$ cat src/rtl/vga_timing_gen.sv
// VGA raster timing generator: horizontal/vertical counters, pixel-coordinate
// requests to an upstream source, and a delay line that aligns the returned
// RGB with sync and data-enable.
// Optional build macro VGA_TEST_PATTERN_EN replaces pix_* with an internal
// pattern (red = x, green = 0, blue = y).
module vga_timing_gen #(
  parameter int H_SYNC      = 192,
  parameter int H_BACK      = 304,
  parameter int H_ACTIVE    = 1600,
  parameter int H_FRONT     = 64,
  parameter int V_SYNC      = 3,
  parameter int V_BACK      = 46,
  parameter int V_ACTIVE    = 1200,
  parameter int V_FRONT     = 1,
  parameter int SYNC_ACTIVE = 0,
  parameter int PIX_LAT     = 2
) (
  input  logic        clk,
  input  logic        rst,
  input  logic        en,
  output logic        req_valid,
  output logic [15:0] req_x,
  output logic [15:0] req_y,
  input  logic [7:0]  pix_r,
  input  logic [7:0]  pix_g,
  input  logic [7:0]  pix_b,
  output logic [7:0]  r,
  output logic [7:0]  g,
  output logic [7:0]  b,
  output logic        hsync,
  output logic        vsync,
  output logic        de,
  output logic        line_start,
  output logic        frame_start
);

  localparam int H_TOTAL = H_SYNC + H_BACK + H_ACTIVE + H_FRONT;
  localparam int V_TOTAL = V_SYNC + V_BACK + V_ACTIVE + V_FRONT;

  if (H_TOTAL > 65535) begin : g_bad_h_total
    $error("vga_timing_gen: H_TOTAL exceeds 65535");
  end
  if (V_TOTAL > 65535) begin : g_bad_v_total
    $error("vga_timing_gen: V_TOTAL exceeds 65535");
  end
  if (PIX_LAT < 0 || PIX_LAT > 8) begin : g_bad_lat
    $error("vga_timing_gen: PIX_LAT must be within 0..8");
  end

  localparam logic [15:0] H_LAST = 16'(H_TOTAL - 1);
  localparam logic [15:0] V_LAST = 16'(V_TOTAL - 1);
  localparam logic [15:0] HS_END = 16'(H_SYNC);
  localparam logic [15:0] HDS    = 16'(H_SYNC + H_BACK);
  localparam logic [15:0] HA_END = 16'(H_SYNC + H_BACK + H_ACTIVE);
  localparam logic [15:0] VS_END = 16'(V_SYNC);
  localparam logic [15:0] VDS    = 16'(V_SYNC + V_BACK);
  localparam logic [15:0] VA_END = 16'(V_SYNC + V_BACK + V_ACTIVE);
  localparam logic        SYNC_ACT = (SYNC_ACTIVE != 0);

  typedef enum logic [1:0] {PH_SYNC, PH_BACK, PH_ACTIVE, PH_FRONT} phase_t;

  typedef struct packed {
    logic hs;
    logic vs;
    logic act;
    logic ls;
    logic fs;
  } stage_t;

  localparam stage_t BLANK = '{hs: ~SYNC_ACT, vs: ~SYNC_ACT, act: 1'b0, ls: 1'b0, fs: 1'b0};

  logic [15:0] hcnt;
  logic [15:0] vcnt;
  phase_t      h_phase;
  phase_t      v_phase;
  stage_t      raw;
  stage_t      pipe [0:PIX_LAT];
  logic        act_lat;
  logic [23:0] src;

  // Raster counters; vcnt advances only on the hcnt wrap.
  always_ff @(posedge clk) begin
    if (rst) begin
      hcnt <= '0;
      vcnt <= '0;
    end else if (en) begin
      if (hcnt == H_LAST) begin
        hcnt <= '0;
        vcnt <= (vcnt == V_LAST) ? '0 : vcnt + 16'd1;
      end else begin
        hcnt <= hcnt + 16'd1;
      end
    end
  end

  // Per-axis phase decode from the counters.
  always_comb begin
    h_phase = PH_FRONT;
    if (hcnt < HS_END)      h_phase = PH_SYNC;
    else if (hcnt < HDS)    h_phase = PH_BACK;
    else if (hcnt < HA_END) h_phase = PH_ACTIVE;
    v_phase = PH_FRONT;
    if (vcnt < VS_END)      v_phase = PH_SYNC;
    else if (vcnt < VDS)    v_phase = PH_BACK;
    else if (vcnt < VA_END) v_phase = PH_ACTIVE;
  end

  // Request-stage signals and coordinate requests.
  always_comb begin
    raw.hs    = (h_phase == PH_SYNC) ? SYNC_ACT : ~SYNC_ACT;
    raw.vs    = (v_phase == PH_SYNC) ? SYNC_ACT : ~SYNC_ACT;
    raw.act   = (h_phase == PH_ACTIVE) && (v_phase == PH_ACTIVE);
    raw.ls    = (hcnt == '0);
    raw.fs    = (hcnt == '0) && (vcnt == '0);
    req_valid = raw.act;
    req_x     = raw.act ? hcnt - HDS : '0;
    req_y     = raw.act ? vcnt - VDS : '0;
  end

  // Timing delay line of PIX_LAT+1 enabled stages; the last stage drives the outputs.
  always_ff @(posedge clk) begin
    if (rst) begin
      for (int unsigned i = 0; i <= PIX_LAT; i++) pipe[i] <= BLANK;
    end else if (en) begin
      pipe[0] <= raw;
      for (int unsigned i = 1; i <= PIX_LAT; i++) pipe[i] <= pipe[i-1];
    end
  end

  assign hsync       = pipe[PIX_LAT].hs;
  assign vsync       = pipe[PIX_LAT].vs;
  assign de          = pipe[PIX_LAT].act;
  assign line_start  = pipe[PIX_LAT].ls;
  assign frame_start = pipe[PIX_LAT].fs;

  // Active flag as it stood PIX_LAT cycles ago, i.e. when pix_* is due back.
  if (PIX_LAT == 0) begin : g_act_nolat
    assign act_lat = raw.act;
  end else begin : g_act_lat
    assign act_lat = pipe[PIX_LAT-1].act;
  end

`ifdef VGA_TEST_PATTERN_EN
  logic [23:0] pat;
  logic        unused_pix;
  assign pat        = {req_x[7:0], 8'h00, req_y[7:0]};
  assign unused_pix = ^{pix_r, pix_g, pix_b};

  if (PIX_LAT == 0) begin : g_pat_nolat
    assign src = pat;
  end else begin : g_pat_lat
    logic [23:0] pat_pipe [0:PIX_LAT-1];
    // Pattern delayed like an upstream source with PIX_LAT latency.
    always_ff @(posedge clk) begin
      if (rst) begin
        for (int unsigned i = 0; i < PIX_LAT; i++) pat_pipe[i] <= '0;
      end else if (en) begin
        pat_pipe[0] <= pat;
        for (int unsigned i = 1; i < PIX_LAT; i++) pat_pipe[i] <= pat_pipe[i-1];
      end
    end
    assign src = pat_pipe[PIX_LAT-1];
  end
`else
  assign src = {pix_r, pix_g, pix_b};
`endif

  // RGB output register, blanked outside the active region.
  always_ff @(posedge clk) begin
    if (rst) begin
      {r, g, b} <= '0;
    end else if (en) begin
      {r, g, b} <= act_lat ? src : '0;
    end
  end

endmodule

$ cat config.mk
export PLATFORM = sky130hd
export DESIGN_NAME = vga_timing_gen
export DESIGN_NICKNAME = d
export VERILOG_FILES = /design/src/rtl/vga_timing_gen.sv
export SDC_FILE = /design/constraint.sdc
export NUM_CORES = 1
export LEC_CHECK = 0
export ABC_AREA = 1
export CORE_ASPECT_RATIO = 1.75
export CORE_MARGIN = 3
export CORE_UTILIZATION = 56
export CTS_CLUSTER_DIAMETER = 200
export DETAILED_ROUTE_END_ITERATION = 6
export PLACE_DENSITY_LB_ADDON = 0.3
export SLEW_MARGIN = 10
export SYNTH_ARGS = -nofsm -noshare
export SYNTH_HDL_FRONTEND = slang
export SYNTH_SLANG_ARGS = --single-unit
$ cat constraint.sdc
create_clock -name clk -period 5.7 [get_ports clk]
set_input_delay 1.14 -clock clk [delete_from_list [all_inputs] [get_ports clk]]
set_output_delay 1.14 -clock clk [all_outputs]
set_load 0.02 [all_outputs]
==> results.md, run 1 <==
- DRC viols: 0
- Final-report hold violation count: 0
- Worst path buffer plus inverter count: 3
- Setup TNS Final: 0 ns
- Io pins: slightly below 90
- Crit path kind: register to output port
- Post-detail-place hpwl: around 8 mm
- Via count: between 3,000 and 4,000
- Worst EP arrival: about 3.1 ns
- RSZ-0062 raised after global routing: no
- Post-CTS setup buffers: 0
- Max incr delay on CP: 0.63 ns
- Core Util, Final: a little under three quarters
- Register share of total power: 45.7%
- CP max-delay cell: clkdlybuf4s50_1
- Initial Utilization: between 50% and 60%
- TritonCTS clock tree: done
- Cell variety after synth: a little over 40
- Internal power: about 0.0009 W
- Initial DRT Pass Iterations: 4
- Largest net degree at the start of global routing: 31
- Max-Cap Viols: 0
- Clk buf depth: 2
- Clock slew at reported path FFs: 0.06 ns
- GRT overflow: 0
- Clk root buf: clkbuf_16
- Switching power: 0.000264 W
- Max IR drop VDD: around 0.20 mV
- Resized Gates After CTS: 0
- Die Width: roughly 72 um
- Slew @ Worst Pin: between 0.9 and 1 ns
- Synth Register Bits: between 70 and 80
- Sw Share: about 23%
- Cell Pwr Density: roughly 220 nW/um2
- # hold bufs at CTS: 0
- Comb pwr share: approximately 6%
- Crit path capture type: output port
- Site Rows: just over 40
- Final worst path period need: roughly 4.2 ns
- Critical Path RT: about 4.6 ns
- Slew HR: about two fifths
- Via density: 5.48
- H-tree levels: 3
- First-pass GRT wire length: 17.4 mm
- Ordered list of cells on the worst path: inv_1 > ha_1 > nand2_1 > nand2_2 > nand2_2 > nor2_2 > nor2_2 > nand3_2 > buf_4 > nor2_2 > clkdlybuf4s50_1
- Syn_area_per_cell: around 7.6 um2
- Diode count: 0
- DRT iter0 DRCs: just under 300
- Clock skew: just over 0.007 ns
- Kind of cell adding the most delay to the critical path: buffers and inverters
- Critical path peak fanout: 20
- Setup violators final: 0
- Final max-slew violation count: 0
- Clk sinks: 71
- Placer Congestion: 0.974
- Clock latency on the worst-skew pair: ~0.34 ns
- Outcome: finished clean
- GRT Overall Usage: roughly 26%
- Hold crit path type: register to register
- Commonest non-fill, non-tap cells in the layout: 102 x nand2_1, 84 x clkdlybuf4s50_1, 76 x nor2_1
- Layout cells sized above 1: 14.3%
- Drt wl/cell: between 15 and 20 um
- Seq/Total Area, Yosys: a little under two fifths
- Cells after synthesis: about 550
- Final-stage net count: between 600 and 700
- Port Buffer Count: 84
- Inserted Clock Buffers: 9
- Post-DRT Antenna Nets: 0
- Die ar.: ~8600 um2
- Routed wire length: ~11 mm
- Core area: ~7300 um2
- CP dominant cell by count: nor2_2
- Max Clk Rate: around 0.24 GHz
- Most common cell after layout, fill and taps aside: nand2_1
- Synth-to-Final Area Change: 24.5%
- Die Y: around 120 um
- Synthesized area: approximately 4200 um2
- Initial antenna violation count: 0
- Clock power frac: roughly 48%
- Yosys warning count: 0
- Number of global-route vias before repair: between 3,000 and 4,000
- Lkg Pwr: ~2.2 nW
- Startpoint Class: register
- Tcrit/Tclk final: about three quarters
## final timing paths
kind                start         end  slack [ns]  depth (start not counted)
setup / recovery  vcnt[0]    req_y[2]        1.51                         11
hold reg to reg      g[1]        g[1]        0.50                          1
hold / removal       g[1]        g[1]        0.50                          1
setup reg to reg  vcnt[0]  pipe[0][2]        3.45                          9
## layout make-up
cell class,instances,area (um2)
clock inverter,7,72.6
multi-input combinational,389,2170
timing repair buffer,86,856
clock buffer,9,225
sequential,71,1570
tap,86,108
fill,593,2040
inverter,62,235
## per-stage QoR
| stage | area [um2] | hold WS (ns) | setup slack [ns] | total power (W) | instances |
|---|---|---|---|---|---|
| after global routing | 5240 | 0.526 | 1.25 | 0.00120 | 710 |
| after floorplan | 4220 | 0.481 | 2.96 | 0.000576 | 554 |
| after detailed placement | 4940 | 0.489 | 1.87 | 0.000611 | 694 |
| final | 5240 | 0.504 | 1.51 | 0.00116 | 710 |
| after CTS | 5240 | 0.506 | 1.49 | 0.00117 | 710 |
| after global placement | 4940 | 0.480 | 1.97 | 0.000609 | 694 |
## synth_stat cells (all sizes together)
cell	count	area share (%)
and2	1	0.21
o21bai	1	0.18
nor4	2	0.30
nand2	110	10
conb	1	0.089
o21ai	18	2.1
nand4	11	1.6
nor2	116	13
nor3	5	0.71
ha	9	2.7
clkbuf	3	0.27
nor3b	1	0.18
a41oi	1	0.21
xnor2	1	0.21
edfxtp	15	11
buf	29	5.5
xor2	19	4.0
clkinv	4	0.42
a32o	24	5.7
a21oi	13	1.6
or2	5	0.74
nand3b	1	0.48
nand3	44	6.2
dfxtp	56	27
a31oi	3	0.45
inv	58	5.2
## cells by family (layout without fill, tap and decap cells)
logic type,count (synthesis),in the layout,share of synthesized area (%)
adders and majority gates,9,9,2.67
DFF,71,71,37.3
and+or+nand+nor,296,296,34.1
AOI/OAI and AO/OA,60,60,10.3
other,1,4,0.0891
buffers and inverters,94,164,11.4
xor gates and xnor gates,20,20,4.16
## power by group through the flow
stage / registers [W] / logic, W / clock network (W)
3_3_place_gp: 0.000540 / 0.0000690 / 0
5_1_grt: 0.000531 / 0.0000758 / 0.000591
4_1_cts: 0.000530 / 0.0000706 / 0.000567
2_1_floorplan: 0.000546 / 0.0000295 / 0
6_report: 0.000530 / 0.0000702 / 0.000560
3_5_place_dp: 0.000541 / 0.0000702 / 0
## metal layers
layer | wire length (um) | global-route usage, % | vias to the layer above | part of all wire, %
met5 | 0 | 0 | - | 0
met4 | 503 | 17.4 | 0 | 4.7
met3 | 543 | 5.74 | 39 | 5.0
met2 | 5850 | 46.9 | 134 | 54
met1 | 3860 | 25.0 | 1799 | 36
li1 | - | - | 1919 | -
## state kept, by name, indices dropped and copies added (netlist names)
name	count
b	8
g	8
hcnt	16
pipe	15
r	8
vcnt	16
No activity file was read; power rests on OpenSTA's default activity.
==> run 2, diff against run 1 <==
--- a/config.mk
+++ b/config.mk
@@ -8,7 +8,7 @@
 export ABC_AREA = 1
 export CORE_ASPECT_RATIO = 1.75
 export CORE_MARGIN = 3
-export CORE_UTILIZATION = 56
+export CORE_UTILIZATION = 52
 export CTS_CLUSTER_DIAMETER = 200
 export DETAILED_ROUTE_END_ITERATION = 6
 export PLACE_DENSITY_LB_ADDON = 0.3
==> constraint.sdc (replaced) <==
create_clock -name clk -period 4.2 [get_ports clk]
set_input_delay 0.84 -clock clk [delete_from_list [all_inputs] [get_ports clk]]
set_output_delay 0.84 -clock clk [all_outputs]
set_load 0.02 [all_outputs]
==> results.md, run 2 (same netlist as run 1, synthesis figures left out) <==
- Outcome: finished clean
- # hold bufs at CTS: 0 (unchanged)
- First-pass GRT wire length: 17.8 mm (+2.5%)
- Reg area: 1570 um2 (unchanged)
- Dpl cell area: 4960 um2 (+0.35%)
- Post-CTS setup buffers: 0 (unchanged)
- Final worst path period need: roughly 3.5 ns
- Most common cell after layout, fill and taps aside: nand2_1
- Commonest non-fill, non-tap cells in the layout: 102 x nand2_1, 84 x clkdlybuf4s50_1, 76 x nor2_1
- Final-stage net count: 657 (+0.31%)
- Diode count: 0 (unchanged)
- Non-filler cells, final: 714 (+0.56%)
- Tcrit/Tclk final: roughly 84%
- Via count: 3,956 (+1.7%)
- Ordered list of cells on the worst path: inv_1 > ha_1 > nand2_1 > nand2_2 > nand2_2 > nor2_2 > nor2_2 > nand3_2 > buf_4 > nor2_2 > clkdlybuf4s50_1
- Core Util, Final: 68.4% (-3.6 points)
- Port Buffer Count: 84 (unchanged)
- Clk sinks: 71 (unchanged)
- Io pins: 89 (unchanged)
- Filler cells: 634 (+6.9%)
- Startpoint Class: register
- Clock slew at reported path FFs: 0.06 ns (about the same)
- Layout cells sized above 1: 14.4% (+0.11 points)
- Worst EP arrival: 2.67 ns (-0.38 ns)
- Slew HR: 55.8% (+18 points)
- Final instance area: 5280 um2 (+0.81%)
- Final max-slew violation count: 0 (unchanged)
- Initial Utilization: 54.5% (-3.3 points)
- Drt wl/cell: 15.0 um (-0.78%)
- Die Y: 125 um (+3.6%)
- Post-DRT Antenna Nets: 0 (unchanged)
- Via density: 5.54 (+1.1%)
- GRT Overall Usage: 24.5% (-1.3 points)
- Max Clk Rate: between 0.2 and 0.3 GHz
- Setup violators final: 0 (unchanged)
- Inst Count DP: 698 (+0.58%)
- Die ar.: 9260 um2 (+7.2%)
- Worst path buffer plus inverter count: 3 (unchanged)
- Hold crit path type: register to register
- Routed wire length: 10.7 mm (-0.22%)
- Max incr delay on CP: 0.64 ns (about the same)
- Inserted Clock Buffers: 9 (unchanged)
- Cell Pwr Density: 311 nW/um2 (+41%)
- Placer Congestion: 0.913 (-6.3%)
- Critical Path RT: 3.36 ns (-1.20 ns)
- Clock latency on the worst-skew pair: 0.34 ns (about the same)
- Kind of cell adding the most delay to the critical path: buffers and inverters
- Initial DRT Pass Iterations: 5 (+1)
- RSZ-0062 raised after global routing: no
- Initial antenna violation count: 0 (unchanged)
- Crit path kind: register to output port
- Die Width: 74.0 um (+3.5%)
- Max IR drop VDD: 0.289 mV (+43%)
- Max-Cap Viols: 0 (unchanged)
- Resized Gates After CTS: 0 (unchanged)
- Clk buf depth: 2 (unchanged)
- Post-detail-place hpwl: 7.73 mm (-3.4%)
- Critical path peak fanout: 15 (-25%)
- Slew @ Worst Pin: 0.659 ns (-0.268 ns)
- Number of global-route vias before repair: 3,884 (-1.3%)
- Lkg Pwr: 2.17 nW (+0.95%)
- Power Total: 0.00165 W (+42%)
- Crit path capture type: output port
- DRC viols: 0 (unchanged)
- Top flop regs: hcnt (16), vcnt (16), pipe (15)
- Setup TNS Final: 0 ns (unchanged)
- Clock skew: 0.00649 ns (-0.000707 ns)
- CP dominant cell by count: nor2_2
- Largest net degree at the start of global routing: 31 (unchanged)
- Area occupied by multi-input gates: 2170 um2 (unchanged)
- Site Rows: 42 (+2.4%)
- H-tree levels: 3 (unchanged)
- DRT iter0 DRCs: 286 (-2.1%)
- Core area: 7720 um2 (+6.0%)
- Synth-to-Final Area Change: 25.5%
- CP max-delay cell: clkdlybuf4s50_1
- GRT overflow: 0 (unchanged)
- TritonCTS clock tree: done
- Clk root buf: clkbuf_16
- Final-report hold violation count: 0 (unchanged)
-- run 2: path summary, 6_finish.rpt --
check                from        to  slack (ns)  cells after the start
setup / recovery  vcnt[0]  req_x[1]        0.69                     11
hold / removal       b[7]      b[7]        0.51                      1
setup reg to reg  hcnt[4]   vcnt[3]        2.15                      9
hold reg to reg      b[7]      b[7]        0.51                      1
-- run 2: layout make-up --
type | count | area share [%]
clock buffer | 10 | 4.33
clock inverter | 6 | 1.78
inverter | 62 | 4.45
multi-input combinational | 389 | 41.1
sequential | 71 | 29.7
tap | 88 | 2.08
timing repair buffer | 88 | 16.5
-- run 2: layer usage --
metal  wire [um]  global-route usage, %  part of all wire (%)  vias up
met3         667                   6.67                   6.2       42
met2        5850                   43.1                    55      161
met5           0                      0                     0        -
met1        3770                   25.1                    35     1827
met4         443                   13.1                   4.1        0
li1            -                      -                     -     1926
-- run 2: power breakdown --
group	switching (W)	internal, W	total, W
combinational	0.0000506	0.0000442	0.0000948
sequential	0.00000743	0.000712	0.000719
clock	0.000307	0.000524	0.000831
total	0.000365	0.00128	0.00165
-- run 2: per-stage QoR --
step | hold slack [ns] | worst slack (ns)
after floorplan | 0.481 | 1.76
after global placement | 0.484 | 1.06
after detailed placement | 0.491 | 1.04
after CTS | 0.512 | 0.676
after global routing | 0.533 | 0.526
final | 0.507 | 0.686
==> run 3, diff against run 2 <==
--- a/config.mk
+++ b/config.mk
@@ -8,7 +8,7 @@
 export ABC_AREA = 1
 export CORE_ASPECT_RATIO = 1.75
 export CORE_MARGIN = 3
-export CORE_UTILIZATION = 52
+export CORE_UTILIZATION = 47
 export CTS_CLUSTER_DIAMETER = 200
 export DETAILED_ROUTE_END_ITERATION = 6
 export PLACE_DENSITY_LB_ADDON = 0.3
==> constraint.sdc (replaced) <==
create_clock -name clk -period 2.84 [get_ports clk]
set_input_delay 0.568 -clock clk [delete_from_list [all_inputs] [get_ports clk]]
set_output_delay 0.568 -clock clk [all_outputs]
set_load 0.02 [all_outputs]
==> results.md, run 3 (same netlist as run 1, synthesis figures left out) <==
- Clock latency on the worst-skew pair: 0.33 ns (about the same)
- Drt wl/cell: 14.1 um (-6.0%)
- Slew HR: 53.3% (-2.4 points)
- Via count: 3,951 (-0.13%)
- Initial Utilization: 48.2% (-6.3 points)
- Startpoint Class: register
- First-pass GRT wire length: 18.0 mm (+0.77%)
- Max-Cap Viols: 0 (unchanged)
- Filler cells: 780 (+23%)
- Worst EP arrival: 2.14 ns (-0.53 ns)
- Comb pwr share: 6.1% (+0.3 points)
- Most common cell after layout, fill and taps aside: nand2_1
- Largest net degree at the start of global routing: 30 (-3.2%)
- GRT overflow: 0 (unchanged)
- Die Width: 77.5 um (+4.8%)
- Clk sinks: 71 (unchanged)
- Inst Count DP: 745 (+6.7%)
- R2r worst-path depth: 11 (+2)
- Crit path kind: register to output port
- Clock power frac: 50.0% (-0.5 points)
- Max IR drop VDD: 0.466 mV (+61%)
- Routed wire length: 10.7 mm (+0.14%)
- Final-report hold violation count: 0 (unchanged)
- Inserted Clock Buffers: 9 (unchanged)
- Tcrit/Tclk final: between 90% and 100%
- Port Buffer Count: 84 (unchanged)
- Lkg Pwr: 2.34 nW (+7.6%)
- Ordered list of cells on the worst path: inv_1 > ha_1 > nand2_1 > nand2_2 > nand2_2 > nor2_2 > nor2_2 > nand3_2 > buf_4 > nor2_2 > dlygate4sd2_1
- Final max-slew violation count: 0 (unchanged)
- Cell Pwr Density: 447 nW/um2 (+43%)
- CP dominant cell by count: nor2_2
- Worst setup startpoint: vcnt[1]
- CP max-delay cell: dfxtp_1
- Placer Congestion: 0.952 (+4.3%)
- Outcome: finished clean
- Slew @ Worst Pin: 0.696 ns (+0.0364 ns)
- Clock skew: 0.00737 ns (+0.000878 ns)
- H-tree levels: 3 (unchanged)
- Setup violators final: 0 (unchanged)
- Hold crit path type: register to register
- Clk root buf: clkbuf_16
- Internal power: 0.00189 W (+48%)
- Post-detail-place hpwl: 8.21 mm (+6.2%)
- Max Clk Rate: 0.370 GHz
- DRC viols: 0 (unchanged)
- Number of global-route vias before repair: 3,880 (-0.10%)
- Sw Share: 21.8% (-0.40 points)
- Site Rows: 45 (+7.1%)
- Initial DRT Pass Iterations: 4 (-1)
- DRT iter0 DRCs: 191 (-33%)
- R2r endpoint: vcnt[3]
- Switching power: 0.000527 W (+44%)
- PnR worst setup slack: 0.134 ns (-0.552 ns)
- Register share of total power: 43.9% (+0.2 points)
- Area occupied by multi-input gates: 2180 um2 (+0.17%)
- Core area: 8730 um2 (+13%)
- Critical path peak fanout: 13 (-2)
- Die ar.: 10,200 um2 (+9.9%)
- Hold Path Origin: pipe[0][9]
- GRT Overall Usage: 21.9% (-2.5 points)
- Max incr delay on CP: 0.37 ns (-0.27 ns)
- Post-DRT Antenna Nets: 0 (unchanged)
- Initial antenna violation count: 0 (unchanged)
- Io pins: 89 (unchanged)
- Diode count: 0 (unchanged)
- Kind of cell adding the most delay to the critical path: buffers and inverters
- Non-filler cells, final: 761 (+6.6%)
- Critical Path RT: 2.27 ns (-1.09 ns)
- R2r setup slk: 0.93 ns (-1.22 ns)
- TritonCTS clock tree: done
- Pre-CTS WS: 0.200 ns (-0.841 ns)
- Setup TNS Final: 0 ns (unchanged)
- CP Capture Point: req_y[4]
- Reg area: 1570 um2 (unchanged)
- Final worst path period need: 2.71 ns
- Hold path depth: 1 (unchanged)
- Worst path buffer plus inverter count: 3 (unchanged)
- Clock slew at reported path FFs: 0.06 ns (about the same)
- Die Y: 131 um (+4.9%)
- Clk buf depth: 2 (unchanged)
- Synth-to-Final Area Change: 28.6%
- Via density: 5.19 (-6.3%)
- Commonest non-fill, non-tap cells in the layout: 102 x nand2_1, 76 x nor2_1, 56 x dfxtp_1
- Top flop regs: hcnt (16), vcnt (16), pipe (15)
- CP Depth: 11 (unchanged)
- Beginning of the worst register-to-register path: hcnt[4]
- Final-stage net count: 675 (+2.7%)
- Crit path capture type: output port
- Layout cells sized above 1: 17.7% (+3.3 points)
-- run 3: area by class of cell --
cell class                      instances  share of cell area (%)
Timing Repair Buffer                  106                    17.9
Inverter                               62                    4.34
Tap cell                              117                    2.70
Clock buffer                            9                    4.16
Sequential cell                        71                    29.0
Clock inverter                          7                    1.73
Multi-Input combinational cell        389                    40.2
-- run 3: how the worst min path moves through the flow --
stage                        to  slack (ns)
global placement           g[1]        0.48
global route        pipe[0][14]        0.52
floorplan              vcnt[14]        0.48
detailed placement         g[6]        0.49
CTS                        b[1]        0.51
finish              pipe[0][14]        0.50
-- run 3: routing by layer --
layer / track usage [%] / share of wire, % / vias to the layer above
li1: - / - / 1965
met1: 22.5 / 36 / 1828
met2: 41.0 / 55 / 125
met3: 4.66 / 5.2 / 33
met4: 10.4 / 3.5 / 0
met5: 0 / 0 / -
-- run 3: what timing repair did --
| item | in CTS | in global routing |
|---|---|---|
| resized for setup | 29 | 25 |
| endpoints found under the setup margin | 29 | 26 |
| setup buffers | 0 | 0 |
| hold buffers | 0 | 0 |
-- run 3: through the flow --
stage | hold slack, ns | utilization [%] | area (um2) | total power [W]
floorplan | 0.481 | - | 4220 | 0.00116
global placement | 0.479 | 58.8 | 5130 | 0.00123
detailed placement | 0.491 | 58.8 | 5130 | 0.00123
CTS | 0.507 | 62.0 | 5410 | 0.00244
global route | 0.516 | 62.1 | 5420 | 0.00250
finish | 0.502 | 62.1 | 5420 | 0.00242
-- run 3: power by group through the flow --
stage / Sequential (W) / Clock [W] / Combinational, W
2_1_floorplan: 0.00110 / 0 / 0.0000591
3_3_place_gp: 0.00108 / 0 / 0.000145
3_5_place_dp: 0.00108 / 0 / 0.000148
4_1_cts: 0.00106 / 0.00123 / 0.000149
5_1_grt: 0.00107 / 0.00127 / 0.000160
6_report: 0.00106 / 0.00121 / 0.000147
